$ cat src/rtl/gates_pkg.sv
`default_nettype none
// ============================================================================
//  Module   : gates_pkg
//  Purpose  : Shared definitions for the gates_pipe block. Holds the op-code
//             encoding and the single-bit gate function. Operands of any
//             width are handled by applying this function to each bit, so
//             one definition serves every WIDTH.
//  Ports    : none (package)
//  Revision : 1.0 - initial release
// ============================================================================
package gates_pkg;

    localparam logic [2:0] OP_AND    = 3'd0;
    localparam logic [2:0] OP_OR     = 3'd1;
    localparam logic [2:0] OP_XOR    = 3'd2;
    localparam logic [2:0] OP_NAND   = 3'd3;
    localparam logic [2:0] OP_NOR    = 3'd4;
    localparam logic [2:0] OP_XNOR   = 3'd5;
    localparam logic [2:0] OP_PASS_A = 3'd6;
    localparam logic [2:0] OP_NOT_A  = 3'd7;

    // Result of the selected function for one bit position. Every op is
    // purely bitwise, so a WIDTH-bit result is this applied per bit.
    function automatic logic gate_bit(
        input logic [2:0] op,
        input logic       a,
        input logic       b
    );
        logic r;
        case (op)
            OP_AND:    r = a & b;
            OP_OR:     r = a | b;
            OP_XOR:    r = a ^ b;
            OP_NAND:   r = ~(a & b);
            OP_NOR:    r = ~(a | b);
            OP_XNOR:   r = ~(a ^ b);
            OP_PASS_A: r = a;
            default:   r = ~a;          // OP_NOT_A
        endcase
        return r;
    endfunction

endpackage
`default_nettype wire

$ cat src/rtl/gates_core.sv
`default_nettype none
// ============================================================================
//  Module   : gates_core
//  Purpose  : Combinational bitwise function unit: y = f(op, a, b).
//  Ports    : op [2:0]       function select
//             a  [WIDTH-1:0] operand A
//             b  [WIDTH-1:0] operand B
//             y  [WIDTH-1:0] result
//  Revision : 1.0 - initial release
// ============================================================================
module gates_core
    import gates_pkg::*;
#(
    parameter int WIDTH = 8
) (
    input  logic [2:0]       op,
    input  logic [WIDTH-1:0] a,
    input  logic [WIDTH-1:0] b,
    output logic [WIDTH-1:0] y
);

    generate
        for (genvar i = 0; i < WIDTH; i++) begin : g_bit
            assign y[i] = gate_bit(op, a[i], b[i]);
        end
    endgenerate

endmodule
`default_nettype wire

$ cat src/rtl/gates_pipe.sv
`default_nettype none
// ============================================================================
//  Module   : gates_pipe
//  Purpose  : Registered bitwise gate stage with valid/ready handshake, a
//             one-deep output register, and an optional accumulate mode in
//             which the previous accumulated result replaces operand A.
//  Ports    : clk        rising-edge clock
//             rst_n      asynchronous active-low reset
//             in_valid   input beat offered
//             in_ready   beat can be accepted this cycle
//             a, b       operands (a ignored when acc_en=1)
//             op [2:0]   function select
//             acc_en     use/update the accumulator as operand A
//             acc_clr    with acc_en: operand A = 0 and restart cnt
//             out_valid  y holds an untaken result
//             out_ready  consumer takes y this cycle
//             y          registered result
//             zero, ones registered flags for y == 0 / y == all ones
//             cnt        accumulate beats since last clear (saturating)
//  Revision : 1.0 - initial release
// ============================================================================
module gates_pipe
    import gates_pkg::*;
#(
    parameter int WIDTH = 8,
    parameter int CNT_W = 8
) (
    input  logic             clk,
    input  logic             rst_n,
    input  logic             in_valid,
    output logic             in_ready,
    input  logic [WIDTH-1:0] a,
    input  logic [WIDTH-1:0] b,
    input  logic [2:0]       op,
    input  logic             acc_en,
    input  logic             acc_clr,
    output logic             out_valid,
    input  logic             out_ready,
    output logic [WIDTH-1:0] y,
    output logic             zero,
    output logic             ones,
    output logic [CNT_W-1:0] cnt
);

    logic             r_out_valid;
    logic [WIDTH-1:0] r_y;
    logic             r_zero;
    logic             r_ones;
    logic [WIDTH-1:0] r_acc;
    logic [CNT_W-1:0] r_cnt;

    logic             w_accept;
    logic [WIDTH-1:0] w_op_a;
    logic [WIDTH-1:0] w_result;

    // The output register frees up in the same cycle it is taken, giving
    // full throughput with a single stage of storage.
    assign in_ready = !r_out_valid || out_ready;
    assign w_accept = in_valid && in_ready;

    always_comb begin
        w_op_a = a;
        if (acc_en) begin
            w_op_a = acc_clr ? '0 : r_acc;
        end
    end

    gates_core #(
        .WIDTH (WIDTH)
    ) u_core (
        .op (op),
        .a  (w_op_a),
        .b  (b),
        .y  (w_result)
    );

    always_ff @(posedge clk or negedge rst_n) begin
        if (!rst_n) begin
            r_out_valid <= 1'b0;
            r_y         <= '0;
            r_zero      <= 1'b1;
            r_ones      <= 1'b0;
            r_acc       <= '0;
            r_cnt       <= '0;
        end else if (w_accept) begin
            r_out_valid <= 1'b1;
            r_y         <= w_result;
            r_zero      <= ~|w_result;
            r_ones      <= &w_result;
            if (acc_en) begin
                r_acc <= w_result;
                if (acc_clr) begin
                    r_cnt <= CNT_W'(1);
                end else if (r_cnt != {CNT_W{1'b1}}) begin
                    // Saturate rather than wrap back to zero.
                    r_cnt <= r_cnt + CNT_W'(1);
                end
            end
        end else if (out_ready) begin
            r_out_valid <= 1'b0;
        end
    end

    assign out_valid = r_out_valid;
    assign y         = r_y;
    assign zero      = r_zero;
    assign ones      = r_ones;
    assign cnt       = r_cnt;

endmodule
`default_nettype wire

$ cat config.mk
export PLATFORM = sky130hd
export DESIGN_NAME = gates_pipe
export DESIGN_NICKNAME = d
export VERILOG_FILES = /design/src/rtl/gates_pkg.sv /design/src/rtl/gates_core.sv /design/src/rtl/gates_pipe.sv
export SDC_FILE = /design/constraint.sdc
export NUM_CORES = 1
export LEC_CHECK = 0
export ABC_AREA = 1
export CORE_MARGIN = 2
export CORE_UTILIZATION = 30
export CTS_BUF_LIST = sky130_fd_sc_hd__clkbuf_4 sky130_fd_sc_hd__clkbuf_8
export CTS_CLUSTER_DIAMETER = 200
export DETAILED_ROUTE_END_ITERATION = 10
export DONT_BUFFER_PORTS = 1
export MAX_ROUTING_LAYER = met4
export PLACE_DENSITY = 0.54
export SYNTH_ARGS = -nofsm -noshare
export SYNTH_HDL_FRONTEND = slang
export SYNTH_SLANG_ARGS = --single-unit
$ cat constraint.sdc
create_clock -name clk -period 1.9 [get_ports clk]
set_clock_uncertainty 0.05 [all_clocks]
set_input_delay 0.475 -clock clk [delete_from_list [all_inputs] [get_ports clk]]
set_output_delay 0.475 -clock clk [all_outputs]
set_load 0.01 [all_outputs]
# After elaboration in Yosys (flattened, before gate mapping)
# Index checks and enable logic that the tools add are counted.
dict set report op_classes {
  n_mux 14
  bitwise_logic 56
  addsub 1
  n_eq_ne 7
  n_reduce_logical 11
}
# op count
set ops {}
lappend ops {{1-bit one-hot mux with 7 select lines} 8}
lappend ops {{8-bit two-way mux} 4}
lappend ops {{1-bit NOT} 32}
lappend ops {{3-bit == test (second input constant)} 3}
lappend ops {{8-bit by 1-bit adder with 8-bit output (second input constant)} 1}
lappend ops {{1-bit AND} 8}
lappend ops {{8-bit != test (second input constant)} 1}
lappend ops {{1-bit bitwise OR} 8}
lappend ops {{8-bit AND reduction} 1}
lappend ops {{8-bit OR reduction} 1}
lappend ops {{1-bit XOR} 8}
lappend ops {{3-bit by 2-bit == test with 1-bit output (second input constant)} 2}
lappend ops {{2-bit nonzero test} 2}
lappend ops {{3-bit by 1-bit == test with 1-bit output (second input constant)} 1}
lappend ops {{3-bit logical NOT} 1}
lappend ops {{3-bit AND reduction} 1}
lappend ops {{1-bit logical NOT} 2}
lappend ops {{1-bit two-way mux} 2}
lappend ops {{2-bit AND reduction} 1}
lappend ops {{1-bit logical AND} 1}
lappend ops {{1-bit logical OR} 1}
dict set report word_totals {
  word_cells 95
  register_bits 27
  output_inout_bits 20
}

# Depth between registers and ports, before layout
# Gate-level depths: netlist of the first run.
dict set report logic_depth {
  ltp_word 7
  ltp_mapped 16
}

# By module
# From an unflattened synthesis of the first run, not the netlist that was laid out.
dict set report hier_totals {
  hier_cells 349
  hier_area_um2 2337.2
}
# mod seq_area_each_um2 n_inst area_per_inst_um2 cells_per_inst
set modules_own_cells {}
lappend modules_own_cells {gates_pipe 676.9 1 1402.6 173}
lappend modules_own_cells {gates_core 0.0 1 934.6 176}

# Least setup slack after synthesis of the first run
# No wires, ideal clock.
dict set report synth_path {
  path_kind {input to register}
  start {input acc_clr}
  end {register r_zero (netlist: zero)}
  path_slack_ns -0.080
  t_arrival_ns 1.869
  stages 16
  n_path_buf 1
  cell_sequence {inv_1 > buf_2 > nand3_1 > nand2_1 > inv_1 > ha_1 > inv_1 > nand4_1 > nand2_1 > nor2_1 > nand2_1 > nor2_2 > nand2_1 > nor2_1 > nand3_1 > nand2_1}
}
dict set report synth_via {
  elab_chain_len 7
  elab_cells_between_ends 68
  cone_classes {mux (10); bitwise (56); reduce/logical (2)}
}
# element line_no
set synth_lines {}
lappend synth_lines {{from (decl)} gates_pipe.sv:36} ;# input logic acc_clr,
lappend synth_lines {{8-bit two-way mux (*)} gates_pipe.sv:64} ;# w_op_a = acc_clr ? '0 : r_acc;
lappend synth_lines {{8-bit two-way mux (*)} gates_pipe.sv:63} ;# if (acc_en) begin
lappend synth_lines {{1-bit XOR, or another cell as far along} {gates_pkg.sv:33, gates_pkg.sv:36}}
lappend synth_lines {{1-bit NOT (on tied branches)} {gates_pkg.sv:36, gates_pkg.sv:34, gates_pkg.sv:35}}
lappend synth_lines {{1-bit one-hot mux with 7 select lines} gates_pkg.sv:30} ;# case (op)
lappend synth_lines {{8-bit OR reduction (*)} gates_pipe.sv:88} ;# r_zero <= ~|w_result;
lappend synth_lines {{1-bit logical NOT (*)} gates_pipe.sv:88}
lappend synth_lines {{to (signal assigned)} gates_pipe.sv:88}
lappend synth_lines {{to (decl)} gates_pipe.sv:47} ;# logic r_zero;
# Mark *: on every way between the ends. The rest lies on a longest branch, timed or not.
# A chain may end at the register's enable or synchronous reset.

# Worst setup path in the final report of the first run
dict set report layout_path {
  start {input acc_en}
  end {register r_zero (netlist: zero)}
}
dict set report layout_via {
  elab_chain_len 6
  elab_cells_between_ends 67
  cone_classes {mux (9); bitwise (56); reduce/logical (2)}
}
# element line_no
set layout_lines {}
lappend layout_lines {{from (decl)} gates_pipe.sv:35} ;# input logic acc_en,
lappend layout_lines {{8-bit two-way mux (*)} gates_pipe.sv:63}
lappend layout_lines {{1-bit XOR, or another cell as far along} {gates_pkg.sv:33, gates_pkg.sv:36}}
lappend layout_lines {{1-bit NOT (on tied branches)} {gates_pkg.sv:36, gates_pkg.sv:34, gates_pkg.sv:35}}
lappend layout_lines {{1-bit one-hot mux with 7 select lines} gates_pkg.sv:30}
lappend layout_lines {{8-bit OR reduction (*)} gates_pipe.sv:88}
lappend layout_lines {{1-bit logical NOT (*)} gates_pipe.sv:88}
# Marks and branches as above.

==> impl_metrics.csv, run 1 <==
group,metric,value,unit
routing,first_pass_iters,4,
synth,syn-cell-area,2250,um2
synth,synth_common_cells,"121 x nand2_1, 45 x inv_1, 38 x nor2_1, 33 x nand3_1, 28 x o21ai_0",
setup_path,path_max_fanout,8,
die,die_w,90.5,um
timing,max_freq,559,MHz
synth,synth_top_area_cell,"dfrtp_1",
die,pin_count,45,
timing,relSlewSlack,78.8,%
clock_tree,cts_tree,"yes",
grt,gr-total-overflow,0,
timing,fin_ws,0.112,ns
clock_tree,clkLatencyLatePin,0.27,ns
timing,worst_pin_slew,0.317,ns
timing,period_minus_slack,1.79,ns
clock_tree,cts_sinks,27,
place,dp_hpwl,4.98,mm
setup_path,cp_common_cell,"nand2_1",
routing,vias,2282,
place,portBuffers,0,
die,initial_core_util,31.0,%
run_status,status,"completed",
cells_and_area,diodes,0,
synth,syn_nets,397,
routing,wl_per_cell,12.9,um
die,rows,31,
routing,detail_route.wirelength.met1,2.94,mm
grt,grt_pass1_vias,2159,
setup_path,arrival,1.96,ns
timing,setup_violations,0,
routing,wl,6.26,mm
synth,yosys_warnings,0,
routing,drc,0,
synth,synthArstFlopShare,100,%
setup_path,crit_chain,"inv_4 -> buf_4 -> nand2_1 -> nand2_1 -> inv_1 -> ha_1 -> inv_1 -> nand3_1 -> nand2_1 -> nor2_1 -> nand3_1 -> nand2_1 -> nand2_1 -> nor2_1 -> nand3_1 -> nand2_1",
setup_path,end_kind,"register",
synth,ys_ff_latch,27,
setup_path,r2r-end,"zero",
cells_and_area,drive_gt1_share,19.7,%
synth,synth_xor_area_share,0.780,%
synth,yosys.area_share.simple,40.2,%
setup_path,cp.depth,16,
cells_and_area,nFillCells,783,
routing,dr.first_iter.drc_count,141,
routing,routed-wl-met2,2.87,mm
setup_path,slowest_stage,"ha_1",
setup_path,endpoint,"zero",
setup_path,max_stage_delay,0.31,ns
synth,synth-compound-area-share,9.08,%
grt,grt_max_degree,28,
clock_tree,h-tree-depth,1,
cells_and_area,instances_no_fill,484,
setup_path,worst-r2r-setup-slack,0.16,ns
routing,dr.max_layer_used,"met4",
routing,viasPerCell,4.71,
synth,synthTopCellsByArea,"dfrtp_1 29%, nand2_1 20%, ha_1 9.5%",
synth,synth-main-ff-cell,"dfrtp_1",
place,place_ws,-0.213,ns
run,maxCapViolCount,0,
synth,synthMostInstantiatedCell,"nand2_1",
setup_path,r2r_cells,13,
die,die_h,90.5,um
die,dieArea,8190,um2
synth,synthMuxAreaShare,0,%
synth,ys_seq_area_share,30.1,%
timing,finalHoldViolations,0,
timing,post-route-period-util,94.1,%
setup_path,cp.required,2.07,ns
synth,synth-edff-count,0,
pwr,vdd_ir_drop_max,311,uV
hold_path,hp-class,"primary input to register",
synth,avgSynthCellArea,6.33,um2
setup_path,r2r-start,"r_acc[4]",
setup_path,critPathTopFamily,"simple AND/OR/NAND/NOR gates",
synth,synth_top_area_share,29.0,%
routing,wl_met3,360,um
place,place_congestion,0.858,
setup_path,startpoint_type,"primary input",
pwr,power_density,624,nW/um2
die,core,7250,um2
synth,synth_cell_types,25,
pwr,p_leak,1.43,nW
place,dp_cells,477,
routing,antenna_left,0,
setup_path,setup.worst_path.class,"primary input to register",
synth,synth_adder_area_share,9.47,%
clock_tree,root_buffer,"clkbuf_8",
clock_tree,clkTransAtPathRegs,0.09,ns
cells_and_area,synthToLayoutAreaGrowth,22.8,%
clock_tree,cts_max_path_buffers,2,
setup_path,critPathLaunch,"acc_en",
synth,synth_top_family_by_area,"simple AND/OR/NAND/NOR gates",
setup_path,crit_buf_inv,4,
timing,drv_slew,0,
clock_tree,cts_made_buffers,3,
cells_and_area,nets,428,
grt,grt_use_total,16.0,%
grt,grt_antenna_before_repair,0,
timing,setup_tns,0,ns
grt,grt_first_pass_wirelength,10.6,mm
synth,syn_inst,355,
[flip-flops by register name (all words and copies together) (netlist names)]
| register | cells |
|---|---|
| out_valid | 1 |
| y | 8 |
| zero | 1 |
| r_acc | 8 |
| ones | 1 |
| cnt | 8 |
[placed cells by master, fill, tap and decap left out, drive strengths merged]
| cell | count |
|---|---|
| buf | 34 |
| and3 | 1 |
| a21oi | 8 |
| nor2 | 41 |
| nor3 | 1 |
| ha | 17 |
| xnor2 | 1 |
| dfstp | 1 |
| nand3 | 34 |
| clkinv | 1 |
| inv | 49 |
| nand2 | 122 |
| nand3b | 6 |
| o21ai | 29 |
| o31ai | 2 |
| dfrtp | 26 |
| xor2 | 1 |
| clkbuf | 3 |
| dlygate4sd3 | 1 |
| nand4 | 7 |
[final cells by class]
type	instances	area (um2)	share of cell area, %
Multi-Input combinational cell	270	1430	51.8
Clock buffer	3	41.3	1.50
Inverter	49	191	6.94
Timing Repair Buffer	35	290	10.5
Sequential cell	27	677	24.5
Tap cell	99	124	4.49
Clock inverter	1	5.00	0.181
[kinds of logic after synthesis]
family / Yosys count
xor+xnor: 2
simple gates: 212
buf+inv: 58
fa+ha+maj: 17
compound gates: 39
flops: 27
[metal layers]
layer	vias up	GRT usage [%]
met5	-	-
met4	0	2.95
met3	8	3.67
met2	50	24.5
met1	1041	21.8
li1	1183	-
[how the worst min path moves through the flow]
stage | from | end | slack [ns] | cells past startpoint
after floorplan | rst_n | cnt[0] | 0.13 | 0
after global placement | rst_n | cnt[5] | 0.13 | 0
after detailed placement | rst_n | cnt[5] | 0.13 | 0
after CTS | acc_clr | cnt[3] | 0.23 | 1
after global routing | acc_clr | cnt[7] | 0.22 | 1
final | acc_clr | cnt[3] | 0.23 | 1
[report_power, final]
| part | switching, mW | internal (mW) | leakage [nW] | total (mW) |
|---|---|---|---|---|
| logic | 0.354 | 0.278 | 1.06 | 0.632 |
| registers | 0.0836 | 0.675 | 0.344 | 0.759 |
| clock network | 0.185 | 0.147 | 0.0255 | 0.332 |
[timing repair]
item                                   in CTS  in global routing
setup endpoints to repair                   0                 11
setup buffers                               0                  2
endpoints found under the hold margin      27                  0
resized for setup                           0                 25
hold buffers                                2                  0
[metrics by stage]
step                total power, mW  area [um2]  util, %  hold slack [ns]
finish                         1.72        2760     38.0            0.232
detailed placement             1.36        2590     35.8            0.130
floorplan                      1.13        2270        -            0.129
CTS                            1.71        2670     36.8            0.226
global route                   1.87        2760     38.0            0.219
global placement               1.35        2590     35.8            0.130
Note: power is estimated with default switching activity, not from simulation.
==> run 2: changes to the inputs <==
Settings changed: HOLD_SLACK_MARGIN set to 0.12, SETUP_SLACK_MARGIN set to 0.1.
==> impl_metrics.csv, run 2 (synthesized netlist as in run 1, its figures left out) <==
group,metric,value,unit
setup_path,slowest_stage,"dfrtp_1",
clock_tree,h-tree-depth,1,
run,maxCapViolCount,0,
timing,period_minus_slack,1.78,ns
timing,relSlewSlack,77.9,%
timing,setup_violations,0,
die,rows,31,
grt,grt_use_total,16.8,%
cells_and_area,synthToLayoutAreaGrowth,27.5,%
setup_path,max_stage_delay,0.36,ns
cells_and_area,layout_commonest_cell,"nand2_1",
clock_tree,clkLatencyLatePin,0.27,ns
routing,wl_met3,449,um
hold_path,hp-class,"primary input to register",
place,portBuffers,0,
setup_path,arrival,1.95,ns
clock_tree,root_buffer,"clkbuf_8",
place,place_ws,-0.189,ns
timing,finalHoldViolations,0,
cells_and_area,layout_common_cells,"108 x nand2_1, 39 x inv_1, 32 x buf_4, 28 x nand3_1, 27 x nor2_1",
pwr,vdd_ir_drop_max,426,uV
timing,worst_pin_slew,0.330,ns
clock_tree,cts_sinks,27,
setup_path,critPathTopFamily,"simple AND/OR/NAND/NOR gates",
clock_tree,cts_made_buffers,3,
timing,rsz0062_at_grt,"yes",
pwr,p_switching,0.633,mW
pwr,p_leak,1.43,nW
setup_path,crit_buf_inv,1,
die,die_h,90.5,um
routing,detail_route.wirelength.met1,3.05,mm
cells_and_area,drive_gt1_share,25.3,%
setup_path,worst-r2r-setup-slack,0.12,ns
cells_and_area,instances_no_fill,486,
routing,dr.max_layer_used,"met4",
die,dieArea,8190,um2
setup_path,end_kind,"register",
place,dp_cells,478,
timing,drv_slew,0,
clock_tree,cts_tree,"yes",
clock_tree,cts_max_path_buffers,2,
setup_path,crit_chain,"nand3_1 -> nand2_2 -> inv_1 -> ha_1 -> nand3b_1 -> nand2_1 -> nor2_1 -> nand3_1 -> nand2_2 -> nand2_1 -> nor2_1 -> nand3_1 -> nand2_1",
setup_path,startpoint_type,"register",
die,core,7250,um2
setup_path,setup.worst_path.class,"register to register",
timing,hold_slack,0.241,ns
pwr,p_comb_share,38.2,%
die,die_w,90.5,um
run_status,status,"completed",
timing,max_freq,562,MHz
timing,post-route-period-util,93.6,%
clock_tree,clkTransAtPathRegs,0.09,ns
timing,fin_ws,0.121,ns
die,pin_count,45,
cells_and_area,nets,430,
pwr,power,1.78,mW
grt,grt_max_degree,28,
routing,drc,0,
grt,grt_pass1_vias,2253,
grt,grt_antenna_before_repair,0,
cells_and_area,diodes,0,
place,place_congestion,0.808,
routing,routed-wl-met2,2.90,mm
routing,viasPerCell,4.83,
timing,setup_tns,0,ns
pwr,clkPwrFrac,18.9,%
place,dp_hpwl,4.99,mm
routing,dr.first_iter.drc_count,126,
pwr,p_int,1.14,mW
pwr,p_sw_share,35.6,%
routing,vias,2346,
pwr,power_density,621,nW/um2
pwr,seq_power_share,42.9,%
grt,gr-total-overflow,0,
die,initial_core_util,31.0,%
routing,wl,6.49,mm
grt,grt_first_pass_wirelength,11.0,mm
routing,wl_per_cell,13.4,um
setup_path,path_max_fanout,3,
routing,first_pass_iters,5,
routing,antenna_left,0,
setup_path,cp.required,2.07,ns
==> run 2: final timing paths <==
path,from,endpoint,cells past startpoint
max,r_acc[2],zero,13
min,acc_clr,cnt[3],1
max reg2reg,r_acc[2],zero,13
min reg2reg,r_acc[0],r_acc[0],2
max in group asynchronous,rst_n,zero,2
min in group asynchronous,rst_n,cnt[5],2
==> run 2: area by class of cell <==
type                            count  area (um2)
Multi-Input combinational cell    270        1510
Inverter                           49         199
Timing Repair Buffer               37         304
Fill cell                         789        4390
Sequential cell                    27         677
Clock buffer                        4        48.8
Tap cell                           99         124
==> run 2: worst reg2reg max path, cell delays in order (launching register included) <==
cell and delay [ns]:
dfrtp_1 0.36, nand3_1 0.10, nand2_2 0.08, inv_1 0.06
ha_1 0.30, nand3b_1 0.13, nand2_1 0.06, nor2_1 0.10
nand3_1 0.09, nand2_2 0.11, nand2_1 0.06, nor2_1 0.08
nand3_1 0.09, nand2_1 0.06
==> run 2: per-layer routing <==
metal	global-route usage (%)	vias to the layer above
li1	-	1195
met1	22.3	1071
met2	25.4	71
met3	4.59	9
met4	3.97	0
met5	-	-
==> run 2: through the flow <==
step                cell area, um2  utilization, %
CTS                           2720            37.5
global route                  2860            39.5
global placement              2600            35.9
floorplan                     2290               -
finish                        2860            39.5
detailed placement            2600            35.9
==> run 2: what timing repair did <==
item | in CTS | in global routing
gates resized for setup | 8 | 43
setup endpoints to repair | 4 | 20
pin swaps | 16 | 19
buffers inserted | 0 | 1
hold buffers | 2 | 0
gates cloned | 0 | 1
hold endpoints to repair | 27 | 0
==> run 2: power by group through the flow <==
stage / registers [mW] / clock network, mW / logic, mW
3_3_place_gp: 0.776 / 0 / 0.573
5_1_grt: 0.775 / 0.391 / 0.776
3_5_place_dp: 0.775 / 0 / 0.580
4_1_cts: 0.764 / 0.354 / 0.615
6_report: 0.763 / 0.336 / 0.679
2_1_floorplan: 0.779 / 0 / 0.351
